## config.mk

```make
export PLATFORM = sky130hd
export DESIGN_NAME = dcache_port_arbiter
export DESIGN_NICKNAME = d
export VERILOG_FILES = /design/src/rtl/dcache_port_arbiter_pkg.sv /design/src/rtl/dcache_port_arbiter_slot_table.sv /design/src/rtl/dcache_port_arbiter.sv
export SDC_FILE = /design/constraint.sdc
export NUM_CORES = 1
export LEC_CHECK = 0
export ABC_CLOCK_PERIOD_IN_PS = 1940
export BUFFER_PORTS_ARGS = -buffer_cell sky130_fd_sc_hd__buf_2
export CAP_MARGIN = 20
export CORE_AREA = 2 2 152 154
export DETAILED_ROUTE_END_ITERATION = 6
export DIE_AREA = 0 0 154 156
export HOLD_SLACK_MARGIN = 0.12
export PLACE_DENSITY_LB_ADDON = 0.15
export SLEW_MARGIN = 20
export SYNTH_ARGS = -nofsm -noshare
export SYNTH_HDL_FRONTEND = slang
export SYNTH_SLANG_ARGS = --single-unit
```

## constraint.sdc

```tcl
create_clock -name clock -period 1.94 [get_ports clock]
set_input_delay 0.194 -clock clock [delete_from_list [all_inputs] [get_ports clock]]
set_output_delay 0.194 -clock clock [all_outputs]
set_load 0.05 [all_outputs]
```

## src/rtl/dcache_port_arbiter_pkg.sv

```systemverilog
// Shared types and sizing for the D-cache port arbiter and its load-slot table.
package dcache_port_arbiter_pkg;

  localparam int ADDR_W             = 32;
  localparam int MEM_SIZE_W         = 2;
  localparam int MEM_BLOCK_W        = 64;
  localparam int DC_LQ_SIZE         = 128;
  localparam int DC_LQ_IDX_W        = $clog2(DC_LQ_SIZE);
  localparam int DC_MAX_OUTSTANDING = 4;

  typedef enum logic {
    MEM_LOAD  = 1'b0,
    MEM_STORE = 1'b1
  } MEM_COMMAND;

  typedef enum logic {
    ARB_LOAD_PRI  = 1'b0,
    ARB_STORE_PRI = 1'b1
  } arb_state_e;

  typedef struct packed {
    logic                   valid;
    logic                   squashed;
    logic [DC_LQ_IDX_W-1:0] lq_tag;
  } dc_slot_t;

endpackage

```

## src/rtl/dcache_port_arbiter_slot_table.sv

```systemverilog
// Outstanding-load ID table: slot storage, lowest-free allocator and occupancy count.
module dcache_port_arbiter_slot_table
  import dcache_port_arbiter_pkg::*;
#(
  parameter int N_SLOTS = DC_MAX_OUTSTANDING
) (
  input  logic                           clock,
  input  logic                           reset,
  input  logic                           i_alloc,
  input  logic [DC_LQ_IDX_W-1:0]         i_alloc_tag,
  input  logic                           i_release,
  input  logic [$clog2(N_SLOTS)-1:0]     i_release_id,
  input  logic                           i_squash,
  output logic                           o_free_avail,
  output logic [$clog2(N_SLOTS)-1:0]     o_free_id,
  output logic                           o_rel_valid,
  output logic                           o_rel_squashed,
  output logic [DC_LQ_IDX_W-1:0]         o_rel_tag,
  output logic [$clog2(N_SLOTS+1)-1:0]   o_count
);

  localparam int ID_W  = $clog2(N_SLOTS);
  localparam int CNT_W = $clog2(N_SLOTS + 1);

  dc_slot_t           r_slots [N_SLOTS];
  dc_slot_t           w_next  [N_SLOTS];
  logic [CNT_W-1:0]   r_count;
  logic [CNT_W-1:0]   w_count;

  // Allocation looks only at registered state, so a slot released this cycle is not reused until next cycle.
  always_comb begin
    o_free_avail = 1'b0;
    o_free_id    = '0;
    for (int i = N_SLOTS - 1; i >= 0; i--) begin
      if (!r_slots[i].valid) begin
        o_free_avail = 1'b1;
        o_free_id    = ID_W'(i);
      end
    end
  end

  assign o_rel_valid    = r_slots[i_release_id].valid;
  assign o_rel_squashed = r_slots[i_release_id].squashed;
  assign o_rel_tag      = r_slots[i_release_id].lq_tag;
  assign o_count        = r_count;

  always_comb begin
    w_next = r_slots;
    for (int i = 0; i < N_SLOTS; i++) begin
      if (i_squash && r_slots[i].valid) w_next[i].squashed = 1'b1;
    end
    if (i_release && r_slots[i_release_id].valid) w_next[i_release_id] = '0;
    if (i_alloc) begin
      w_next[o_free_id].valid    = 1'b1;
      w_next[o_free_id].squashed = 1'b0;
      w_next[o_free_id].lq_tag   = i_alloc_tag;
    end
    w_count = '0;
    for (int i = 0; i < N_SLOTS; i++) begin
      w_count = w_count + CNT_W'(w_next[i].valid);
    end
  end

  always_ff @(posedge clock) begin
    if (reset) begin
      for (int i = 0; i < N_SLOTS; i++) r_slots[i] <= '0;
      r_count <= '0;
    end else begin
      r_slots <= w_next;
      r_count <= w_count;
    end
  end

  always_ff @(posedge clock) begin
    if (!reset && i_release) begin
      assert (r_slots[i_release_id].valid)
        else $error("dc slot table: response for idle slot %0d", i_release_id);
    end
  end

endmodule

```

## src/rtl/dcache_port_arbiter.sv

```systemverilog
// Shares the D-cache request port between load-queue loads and store-queue drains, routing load responses back by slot ID.
module dcache_port_arbiter
  import dcache_port_arbiter_pkg::*;
#(
  parameter int LQ_SIZE         = DC_LQ_SIZE,
  parameter int MAX_OUTSTANDING = DC_MAX_OUTSTANDING,
  parameter int STARVE_LIMIT    = 4
) (
  input  logic                                 clock,
  input  logic                                 reset,
  input  logic                                 lq_req_valid,
  input  logic [ADDR_W-1:0]                    lq_req_addr,
  input  logic [MEM_SIZE_W-1:0]                lq_req_size,
  input  logic [$clog2(LQ_SIZE)-1:0]           lq_req_tag,
  output logic                                 lq_req_accept,
  input  logic                                 sq_req_valid,
  input  logic [ADDR_W-1:0]                    sq_req_addr,
  input  logic [MEM_SIZE_W-1:0]                sq_req_size,
  input  logic [MEM_BLOCK_W-1:0]               sq_req_data,
  input  logic                                 sq_drain_urgent,
  output logic                                 sq_req_accept,
  output logic                                 dc_req_valid,
  output logic                                 dc_req_cmd,
  output logic [ADDR_W-1:0]                    dc_req_addr,
  output logic [MEM_SIZE_W-1:0]                dc_req_size,
  output logic [MEM_BLOCK_W-1:0]               dc_req_data,
  output logic [$clog2(MAX_OUTSTANDING)-1:0]   dc_req_id,
  input  logic                                 dc_req_ready,
  input  logic                                 dc_rsp_valid,
  input  logic [$clog2(MAX_OUTSTANDING)-1:0]   dc_rsp_id,
  input  logic [MEM_BLOCK_W-1:0]               dc_rsp_data,
  output logic                                 lq_rsp_valid,
  output logic [$clog2(LQ_SIZE)-1:0]           lq_rsp_tag,
  output logic [MEM_BLOCK_W-1:0]               lq_rsp_data,
  input  logic                                 squash,
  output logic [$clog2(MAX_OUTSTANDING+1)-1:0] outstanding_cnt,
  output logic                                 o_dbg_state
);

  localparam int LQ_IDX_W = $clog2(LQ_SIZE);
  localparam int ID_W     = $clog2(MAX_OUTSTANDING);
  localparam int SC_W     = $clog2(STARVE_LIMIT + 1);

  arb_state_e          r_state;
  logic [SC_W-1:0]     r_starve_cnt;

  logic                w_free_avail;
  logic [ID_W-1:0]     w_free_id;
  logic                w_rel_valid;
  logic                w_rel_squashed;
  logic [LQ_IDX_W-1:0] w_rel_tag;
  logic                w_load_elig;
  logic                w_store_first;
  logic                w_pick_store;
  logic                w_pick_load;
  logic                w_store_lose;
  logic                w_rsp_deliver;

  // Urgency lifts stores ahead combinationally, so the very first urgent cycle already goes to the store.
  assign w_load_elig   = lq_req_valid && w_free_avail && !squash;
  assign w_store_first = sq_drain_urgent || (r_state == ARB_STORE_PRI);
  assign w_pick_store  = sq_req_valid && (w_store_first || !w_load_elig);
  assign w_pick_load   = w_load_elig && !w_pick_store;
  assign w_store_lose  = sq_req_valid && w_pick_load;

  assign lq_req_accept = w_pick_load && dc_req_ready;
  assign sq_req_accept = w_pick_store && dc_req_ready;
  assign o_dbg_state   = r_state;

  always_comb begin
    dc_req_valid = w_pick_load || w_pick_store;
    dc_req_cmd   = MEM_LOAD;
    dc_req_addr  = '0;
    dc_req_size  = '0;
    dc_req_data  = '0;
    dc_req_id    = '0;
    if (w_pick_store) begin
      dc_req_cmd  = MEM_STORE;
      dc_req_addr = sq_req_addr;
      dc_req_size = sq_req_size;
      dc_req_data = sq_req_data;
    end else if (w_pick_load) begin
      dc_req_addr = lq_req_addr;
      dc_req_size = lq_req_size;
      dc_req_id   = w_free_id;
    end
  end

  always_ff @(posedge clock) begin
    if (reset) begin
      r_state      <= ARB_LOAD_PRI;
      r_starve_cnt <= '0;
    end else begin
      case (r_state)
        ARB_LOAD_PRI: begin
          if (sq_req_accept || !sq_req_valid) r_starve_cnt <= '0;
          else if (w_store_lose && r_starve_cnt < SC_W'(STARVE_LIMIT - 1))
            r_starve_cnt <= r_starve_cnt + SC_W'(1);
          if (sq_req_valid && (sq_drain_urgent ||
              (w_store_lose && r_starve_cnt == SC_W'(STARVE_LIMIT - 1))))
            r_state <= ARB_STORE_PRI;
        end
        ARB_STORE_PRI: begin
          if (!sq_req_valid) begin
            r_state      <= ARB_LOAD_PRI;
            r_starve_cnt <= '0;
          end else if (sq_req_accept) begin
            r_starve_cnt <= '0;
            if (!sq_drain_urgent) r_state <= ARB_LOAD_PRI;
          end
        end
        default: r_state <= ARB_LOAD_PRI;
      endcase
    end
  end

  // Responses for squashed slots, or arriving during a squash, free the slot but never reach the LQ.
  assign w_rsp_deliver = dc_rsp_valid && w_rel_valid && !w_rel_squashed && !squash;

  always_ff @(posedge clock) begin
    if (reset) begin
      lq_rsp_valid <= 1'b0;
      lq_rsp_tag   <= '0;
      lq_rsp_data  <= '0;
    end else begin
      lq_rsp_valid <= w_rsp_deliver;
      if (w_rsp_deliver) begin
        lq_rsp_tag  <= w_rel_tag;
        lq_rsp_data <= dc_rsp_data;
      end
    end
  end

  dcache_port_arbiter_slot_table #(
    .N_SLOTS (MAX_OUTSTANDING)
  ) u_slot_table (
    .clock          (clock),
    .reset          (reset),
    .i_alloc        (lq_req_accept),
    .i_alloc_tag    (lq_req_tag),
    .i_release      (dc_rsp_valid),
    .i_release_id   (dc_rsp_id),
    .i_squash       (squash),
    .o_free_avail   (w_free_avail),
    .o_free_id      (w_free_id),
    .o_rel_valid    (w_rel_valid),
    .o_rel_squashed (w_rel_squashed),
    .o_rel_tag      (w_rel_tag),
    .o_count        (outstanding_cnt)
  );

endmodule

```

* Word-level counts from Yosys, hierarchy flattened
Cells that the tools add are included.
W data, S select, Z words.
** Operators by class
- Add/subtract/negate cells :: 4
- Order comparisons :: 5
- Equal/unequal tests :: 3
- Muxes and demuxes :: 46
- Bitwise operators :: 5
- Reductions and logical operators :: 30
** Operator list (number)
- $bwmux W36 :: 3
- $demux W9 S2 :: 4
- $mux W36 :: 2
- $mux W32 :: 2
- $mux W64 :: 1
- $and A36 B36 Y36 :: 1
- $mux W9 :: 4
- $not A36 Y36 :: 1
- $logic_and A1 B1 Y1 :: 19
- $bmux W9 S2 :: 1
- $mux W2 :: 8
- $mux W1 :: 13
- $mux W3 :: 4
- $mux W8 :: 1
- $mux W7 :: 1
- $add A3 B1 Y3 :: 2
- $ge A3 B3 Y1 const B :: 2
- $lt A3 B1 Y1 const B :: 2
- $ne A3 B3 Y1 const B :: 2
- $not A2 Y3 :: 2
- $pmux W3 S2 :: 1
- $logic_not A1 Y1 :: 5
- $logic_or A1 B1 Y1 :: 5
- $add A3 B1 Y3 const B :: 1
- other kinds (6) :: 6
** Word-level totals
- Flip-flop bits (word level) :: 115
- Bits of input ports :: 213
- Output and inout port bits :: 180
- Logic and storage cells :: 111

* Depth between registers and ports, before layout
Gate-level depths: netlist of run 1.
- Depth after elaboration :: 17
- Gate-level depth with buffers :: 10
- Gate-level depth less buffers :: 9

* Modules after synthesis
A second synthesis of run 1 with hierarchy kept.
** Second synthesis, totals
- Cell total of the unflattened synthesis :: 696
- Area total of the unflattened synthesis :: 5664.2 um^2
** Modules (own cells, without submodules)
- dcache_port_arbiter :: times used 1, cells an instance 526, area an instance 3863.7 um^2, seq. area each 1521.5 um^2
- dcache_port_arbiter_slot_table :: times used 1, cells an instance 170, area an instance 1800.5 um^2, seq. area each 780.7 um^2

* Worst setup path before layout of run 1
No wires, ideal clock.
- Kind :: register to output
- From :: register r_state (netlist: o_dbg_state)
- To :: output port dc_req_addr[27]
- Arrival :: 2.318 ns
- Data required time :: 1.746 ns
- Setup slack :: -0.572 ns
- Cell stages (with the launch flop) :: 6
- Buffers on the path :: 2
- Cells stage by stage :: dfxtp_1 nor2_1 a31oi_4 buf_6 buf_4 o21ai_0
** Between the ends
- Word-level cells in the longest chain between the ends :: 7
** RTL lines
- start, declared :: RTL line dcache_port_arbiter.sv:44 : arb_state_e r_state;
- start signal, assigned :: RTL line dcache_port_arbiter.sv:91 : r_state <= ARB_LOAD_PRI;
- start signal, assigned :: RTL line dcache_port_arbiter.sv:101 : r_state <= ARB_STORE_PRI;
- start signal, assigned :: RTL line dcache_port_arbiter.sv:105 : r_state <= ARB_LOAD_PRI;
- $logic_or A1 B1 Y1 (*) :: RTL line dcache_port_arbiter.sv:61 : assign w_store_first = sq_drain_urgent || (r_state == ARB_STORE_PRI);
- $logic_or A1 B1 Y1 (*) :: RTL line dcache_port_arbiter.sv:62 : assign w_pick_store = sq_req_valid && (w_store_first || !w_load_elig);
- $logic_and A1 B1 Y1 (*) :: RTL line dcache_port_arbiter.sv:62
- $logic_not A1 Y1 :: RTL line dcache_port_arbiter.sv:63 : assign w_pick_load = w_load_elig && !w_pick_store;
- $logic_and A1 B1 Y1 :: RTL line dcache_port_arbiter.sv:63
- $mux W32 :: RTL line dcache_port_arbiter.sv:82 : end else if (w_pick_load) begin
- $mux W32 (*) :: RTL line dcache_port_arbiter.sv:77 : if (w_pick_store) begin
- end, declared :: RTL line dcache_port_arbiter.sv:24 : output logic [ADDR_W-1:0] dc_req_addr,
Every way passes the cells marked *; elsewhere a longest branch is shown, timed or not.

* Worst setup path after layout of run 1
- From :: register u_slot_table.r_slots[35] (netlist name)
- To :: output port dc_req_data[0]
** Between the ends
- Word-level cells in the longest chain between the ends :: 7
** RTL lines
- start, declared :: RTL line dcache_port_arbiter_slot_table.sv:25 : dc_slot_t r_slots [N_SLOTS];
- start signal, assigned :: RTL line dcache_port_arbiter_slot_table.sv:69 : r_slots <= w_next;
- $mux W1 :: RTL line dcache_port_arbiter_slot_table.sv:35 : if (!r_slots[i].valid) begin
- $logic_and A1 B1 Y1 (2 in a row) :: RTL line dcache_port_arbiter.sv:60 : assign w_load_elig = lq_req_valid && w_free_avail && !squash;
- $logic_not A1 Y1 :: RTL line dcache_port_arbiter.sv:62
- $logic_or A1 B1 Y1 :: RTL line dcache_port_arbiter.sv:62
- $logic_and A1 B1 Y1 :: RTL line dcache_port_arbiter.sv:62
- $mux W64 :: RTL line dcache_port_arbiter.sv:77
- end, declared :: RTL line dcache_port_arbiter.sv:26 : output logic [MEM_BLOCK_W-1:0] dc_req_data,
No other way between the ends.

==> results of run 1 <==
-- cells by family after synthesis --
| logic type | count (synthesis) | share of synthesized area (%) |
|---|---|---|
| AOI/OAI and AO/OA | 220 | 20.5 |
| muxes | 16 | 4.77 |
| buffers and inverters | 76 | 7.04 |
| DFF | 115 | 40.3 |
| adders and majority gates | 5 | 1.23 |
| and+or+nand+nor | 294 | 26.3 |
-- cell type report --
class	count	area (sq um)	area share (%)
Multi-Input combinational cell	535	3390	30.5
Clock inverter	14	151	1.36
Sequential cell	115	2310	20.8
Timing Repair Buffer	535	4440	39.9
Clock buffer	18	439	3.95
Tap cell	285	357	3.20
Antenna cell	4	10.0	0.0900
Inverter	9	33.8	0.304
-- power groups by stage --
stage          clock network (mW)  registers, mW  logic (mW)
3_3_place_gp                    0           2.44        1.41
3_5_place_dp                    0           2.44        1.41
6_report                     3.13           2.38        1.99
4_1_cts                      3.23           2.38        1.89
2_1_floorplan                   0           2.46       0.857
5_1_grt                      3.33           2.38        2.08
-- repair_timing --
item                                    CTS  global route
endpoints found under the hold margin    91             0
endpoints found under the setup margin  104           105
hold buffers                             71             0
setup buffers                             7             2
pin swaps                                17            31
resized for setup                       286            48
cloned                                    6             6
-- worst reg2reg max path: cells and delay by family, from the launching register on --
| family | cells | cell delay, ps |
|---|---|---|
| adder cells (fa/ha/maj) | 3 | 900 |
| AND/OR/NAND/NOR | 2 | 240 |
| AO/OA/AOI/OAI | 1 | 160 |
| buffers and inverters | 4 | 320 |
| flip-flops | 1 | 340 |
-- state kept, by name, summed over array words and instances (netlist names) --
register / flops
lq_rsp_data: 64
lq_rsp_tag: 7
lq_rsp_valid: 1
u_slot_table.o_count: 3
r_starve_cnt: 3
o_dbg_state: 1
u_slot_table.r_slots: 36
-- final timing paths --
path,end,slack [ps],cells past startpoint
max,dc_req_data[0],-280,9
min,u_slot_table.r_slots[5],140,2
max reg2reg,u_slot_table.o_count[1],-120,10
min reg2reg,u_slot_table.r_slots[27],460,2
-- through the flow --
stage	setup TNS [ps]	hold WS [ps]	cell area [sq um]	setup WS [ps]
floorplan	-171	325	5880	-119
global placement	-1990	443	8380	-45.3
detailed placement	-551	447	8380	-42.0
CTS	-27180	126	10800	-314
global route	-33810	158	11100	-360
finish	-23060	143	11100	-280
-- synthesized netlist by cell type (2+ instances only) --
cell type / count / area share (%)
nand2_1: 97 / 6.4
or3_1: 2 / 0.22
a21boi_0: 3 / 0.39
buf_1: 6 / 0.39
and3_1: 3 / 0.33
nand2b_1: 5 / 0.55
ha_1: 4 / 0.88
nor2_1: 6 / 0.39
dfxtp_1: 115 / 40
o2bb2ai_1: 6 / 0.92
mux2i_1: 7 / 1.2
buf_4: 7 / 0.92
a21o_1: 2 / 0.26
mux4_2: 9 / 3.5
a21oi_1: 87 / 7.6
and4b_1: 2 / 0.35
and2_1: 68 / 7.4
nand3_1: 88 / 7.7
buf_6: 10 / 2.0
clkbuf_2: 2 / 0.18
clkbuf_1: 31 / 2.0
nand4_1: 3 / 0.33
nor2b_1: 9 / 0.98
o21ai_0: 47 / 4.1
o21ai_1: 69 / 6.0
buf_2: 11 / 0.96
inv_1: 9 / 0.59
-- per-layer routing --
layer | track usage (%) | part of all wire, % | up-vias | wire (um)
met5 | 0 | 0 | - | 0
met4 | 8.41 | 2.8 | 0 | 741
met3 | 5.53 | 6.7 | 42 | 1790
met2 | 36.6 | 51 | 256 | 13500
met1 | 24.6 | 40 | 3422 | 10600
li1 | - | - | 3516 | -
==> results.md, run 1 <==
- Library cells used by synthesis: 45
- CTS Buf Count: 17
- # DRC: 0
- WL final: 26600 um
- Status: finished with violations
- Tot Pwr: 7.50 mW
- Post-synth ARST share: 0%
- Starting Density: 25.6%
- Int Pwr: 5.20 mW
- First-pass GRT wire length: 39400 um
- Synth Warn #: 0
- Layout area overhead: 94.6%
- Fill cell count: 2142
- Seq pwr share: 31.8%
- DRT Pass-1 Iters: 5
- Worst Hold Launch: reset
- Placer congestion estimate: 0.858
- Post-synthesis net count: 944
- WP data arrival: 2030 ps
- Critical path class: register to primary output
- CP startpoint kind: register
- Final cycle utilization of the critical path: 114%
- ANT nets after route: 0
- WP buf/inv: 6
- Static leakage: 5.00 nW
- CP max stage delay: 340 ps
- P per Cell Area: 674 mW/mm^2
- Final Util: 49.8%
- CP delay by family, top: buffers and inverters
- I/O pin total: 393
- Final Max Slew Viols: 0
- Max clock buf depth: 2
- Reg2Reg Launch Point: u_slot_table.r_slots[35]
- Number of synthesized register bits: 115
- Gate power share: 26.5%
- Final worst slack: -280 ps
- Unrepaired setup endpoints after global routing: yes
- Slew headroom: 70.4%
- Finish-stage setup viols: 106
- Most frequent cells in the layout: 288 x buf_2, 110 x dfxtp_1, 87 x a21oi_1, 87 x nand3_1, 82 x nand2_1
- Die width: 154 um
- Post-layout min period: 2220 ps
- Layout cells sized above 1: 50.0%
- Switch share: 30.7%
- DP HPWL: 17900 um
- Die area: 0.0240 sq mm
- 1st-iter DRT viols: 382
- Latest clock arrival within the worst-skew pair: 410 ps
- Root Buffer: clkbuf_16
- Crit path launch: u_slot_table.r_slots[35]
- Worst Path Required: 1750 ps
- Worst slew pin tran: 444 ps
- Most used cell, CP: buf_12
- Final Hold Vio Count: 0
- Slowest CP cell: dfxtp_2
- CTS Sinks: 115
- Clock power frac: 41.8%
- Seq/Total Area, Yosys: 40.3%
- Worst-path fanout max: 8
- Port Buffers: 392
- Avg Cell Area, Syn: 7.88 sq um
- Largest net degree at the start of global routing: 73
- Vias in the first global route: 7046
- F_max: 450 MHz
- P_sw: 2.30 mW
- CTS H-Tree Depth: 4
- Commonest non-fill, non-tap cell in the layout: buf_2
- Ys flop type: dfxtp_1
- Failing checks: setup timing
- Cell Chain, Critical Path: buf_6 > nand4_1 > buf_4 > a31oi_4 > buf_12 > buf_12 > buf_12 > and2_4 > buf_8
- Vias: 7236
- Worst Setup End Kind: primary output
- WL/cell: 17.6 um
- Placed Cells incl. Taps: 1388
- Core Footprint: 0.0224 sq mm
- CTS tree: yes
- Antenna violations before repair: 4
- Vias per std cell: 4.78
- HP Class: input port to register
- Clock-pin slew on the worst setup and hold paths: 50 ps
- Synthesized instance count: 726
- Synthesized area: 0.00572 sq mm
- Worst Clk Skew: 10.3 ps
- Max-cap violations: 0
- Maximum vdd drop: 0.586 mV
- GRT Resource Usage Total: 21.0%
- Die height: 156 um
- Rows: 55
- Number of synthesized flops with an enable pin: 0
- Layout Cells excl Fill: 1515
- Remaining global-route overflow: 0
- Nets: 1431
(Power assumes the default switching activity.)
==> run 2, diff against run 1 <==
RECOVER_POWER = 25   (was unset)
==> run 2 against run 1 <==
The run still ends with setup timing left. Combinational power is essentially flat. Hold slack improved by 0.53 ps. Register-to-register slack is essentially flat. Global-route usage unchanged. Core utilization decreased by 0.17 points. Cell count is the same. Clock skew hardly changed. Critical path depth unchanged. Clock-buffer cell count unchanged. Highest routed layer unchanged.
==> results.md, run 2 (synthesized netlist as in run 1, its figures left out) <==
- Core Footprint: 0.0224 sq mm (unchanged)
- GRT Resource Usage Total: 21.0% (unchanged)
- Largest net degree at the start of global routing: 73 (unchanged)
- 1st-iter DRT viols: 392 (+2.6%)
- Placer congestion estimate: 0.858 (unchanged)
- Final Util: 49.6% (-0.17 points)
- Layout area overhead: 93.9%
- Final Hold Vio Count: 0 (unchanged)
- Maximum vdd drop: 0.584 mV (-0.24%)
- Die height: 156 um (unchanged)
- Unrepaired setup endpoints after global routing: yes
- Finish-stage setup viols: 102 (-3.8%)
- I/O pin total: 393 (unchanged)
- Fin area: 0.0111 sq mm (-0.34%)
- WL final: 26600 um (-0.15%)
- DRT Pass-1 Iters: 5 (unchanged)
- Worst slack, placed: -42.0 ps (unchanged)
- # DRC: 0 (unchanged)
- Most frequent cells in the layout: 261 x buf_2, 110 x dfxtp_1, 87 x a21oi_1, 87 x nand3_1, 82 x nand2_1
- Latest clock arrival within the worst-skew pair: 410 ps (about the same)
- Clock-pin slew on the worst setup and hold paths: 50 ps (about the same)
- Crit path to: dc_req_data[48]
- Reg2Reg Launch Point: u_slot_table.r_slots[35]
- First-pass GRT wire length: 39400 um (unchanged)
- Slew headroom: 53.9% (-17 points)
- Vias in the first global route: 7046 (unchanged)
- Failing checks: setup timing
- CTS Sinks: 115 (unchanged)
- DP HPWL: 17900 um (unchanged)
- Area post-placement: 0.00838 sq mm (unchanged)
- Clock power frac: 41.7% (about the same)
- Final Max Slew Viols: 0 (unchanged)
- Crit path launch: u_slot_table.r_slots[35]
- Final worst slack: -278 ps (+1.81 ps)
- Critical path class: register to primary output
- HP Class: input port to register
- Fill cell count: 2151 (+0.42%)
- Largest registers: lq_rsp_data (64), u_slot_table.r_slots (36), lq_rsp_tag (7)
- Port Buffers: 392 (unchanged)
- CTS H-Tree Depth: 4 (unchanged)
- Int Pwr: 5.20 mW (about the same)
- Worst Setup End Kind: primary output
- Gate power share: 26.5% (about the same)
- Antenna violations before repair: 4 (unchanged)
- R2R cell count: 10 (unchanged)
- Max clock buf depth: 2 (unchanged)
- Die width: 154 um (unchanged)
- Root Buffer: clkbuf_16
- Internal reg-to-reg setup slack: -130 ps (about the same)
- Die area: 0.0240 sq mm (unchanged)
- CP startpoint kind: register
- Remaining global-route overflow: 0 (unchanged)
- P_sw: 2.30 mW (-0.26%)
- ANT nets after route: 0 (unchanged)
- F_max: 451 MHz (about the same)
- Static leakage: 4.88 nW (-2.5%)
- Commonest non-fill, non-tap cell in the layout: buf_2
- CTS tree: yes
- Post-layout min period: 2220 ps (-1.81 ps)
- P per Cell Area: 676 mW/mm^2 (+0.25%)
- Nets: 1431 (unchanged)
- Rows: 55 (unchanged)
- Layout cells sized above 1: 47.7% (-2.3 points)
- Worst Clk Skew: 10.3 ps (-0.0841 ps)
- Max-cap violations: 0 (unchanged)
- Worst Path Required: 1750 ps (about the same)
- WL/cell: 17.5 um (-0.15%)
- WP data arrival: 2020 ps (about the same)
- Reg2Reg Capture Point: u_slot_table.o_count[1]
- Final cycle utilization of the critical path: 114% (about the same)
- Seq pwr share: 31.8% (about the same)
- Vias per std cell: 4.78 (about the same)
- Vias: 7241 (+0.069%)
- Worst-path fanout max: 8 (unchanged)
- Largest reg by FF count: lq_rsp_data
- Status: finished with violations
- Starting Density: 25.6% (unchanged)
- Switch share: 30.6% (-0.051 points)
- Max FFs per register: 64 (unchanged)
- CTS Buf Count: 17 (unchanged)
- Worst slew pin tran: 695 ps (+251 ps)
-- run 2: cell types whose count changed in the layout (fill, tap and decap cells not counted) --
cell,delta
a21boi_0,+1
buf_2,-27
buf_4,-1
a21boi_1,-1
clkbuf_1,+28
-- run 2: layout make-up --
cell class                 instances  area (sq um)  area share (%)
clock buffer                      18           439            3.96
antenna                            4          10.0          0.0903
inverter                           9          33.8           0.305
tap                              285           357            3.22
timing repair buffer             535          4400            39.7
clock inverter                    14           151            1.37
sequential                       115          2310            20.8
multi-input combinational        535          3390            30.6
-- run 2: worst max-delay path, stage by stage, from the launching register on --
cell and delay (ps):
dfxtp_2 340, buf_6 90, nand4_1 100, buf_4 170, a31oi_4 160, buf_12 150
buf_12 150, clkbuf_16 160, and2_4 150, buf_8 140
-- run 2: worst min-delay path by stage --
stage,startpoint,end,slack (ps),cells after the start
floorplan,sq_req_valid,o_dbg_state,330,2
global placement,u_slot_table.r_slots[21],u_slot_table.r_slots[21],440,1
detailed placement,u_slot_table.r_slots[18],u_slot_table.r_slots[18],450,1
CTS,reset,u_slot_table.r_slots[2],130,2
global route,reset,lq_rsp_tag[3],160,2
finish,reset,u_slot_table.r_slots[5],140,2
-- run 2: through the flow --
| stage | instances | power [mW] | hold WS, ps | TNS [ps] |
|---|---|---|---|---|
| 6_report | 1515 | 7.50 | 143 | -22870 |
| 5_1_grt | 1514 | 7.79 | 158 | -33920 |
| 4_1_cts | 1504 | 7.50 | 126 | -27180 |
| 3_5_place_dp | 1388 | 3.85 | 447 | -551 |
| 3_3_place_gp | 1388 | 3.85 | 443 | -1990 |
| 2_1_floorplan | 726 | 3.32 | 325 | -171 |
-- run 2: power by group through the flow --
| stage | clock (mW) | sequential (mW) | combinational, mW |
|---|---|---|---|
| after floorplan | 0 | 2.46 | 0.857 |
| after global placement | 0 | 2.44 | 1.41 |
| after detailed placement | 0 | 2.44 | 1.41 |
| after CTS | 3.23 | 2.38 | 1.89 |
| after global routing | 3.33 | 2.38 | 2.08 |
| final | 3.13 | 2.38 | 1.99 |
-- run 2: what timing repair did --
action,CTS,global route
gates cloned,6,6
endpoints found under the hold margin,91,0
setup endpoints to repair,104,105
gates resized for setup,286,48
pin swaps,17,31
hold buffers,71,0
buffers inserted,7,2
-- run 2: metal layers --
layer / vias to the layer above / share of wire, % / GRT usage [%]
li1: 3510 / - / -
met1: 3429 / 40 / 24.6
met2: 261 / 51 / 36.6
met3: 41 / 6.8 / 5.53
met4: 0 / 2.8 / 8.41
met5: - / 0 / 0
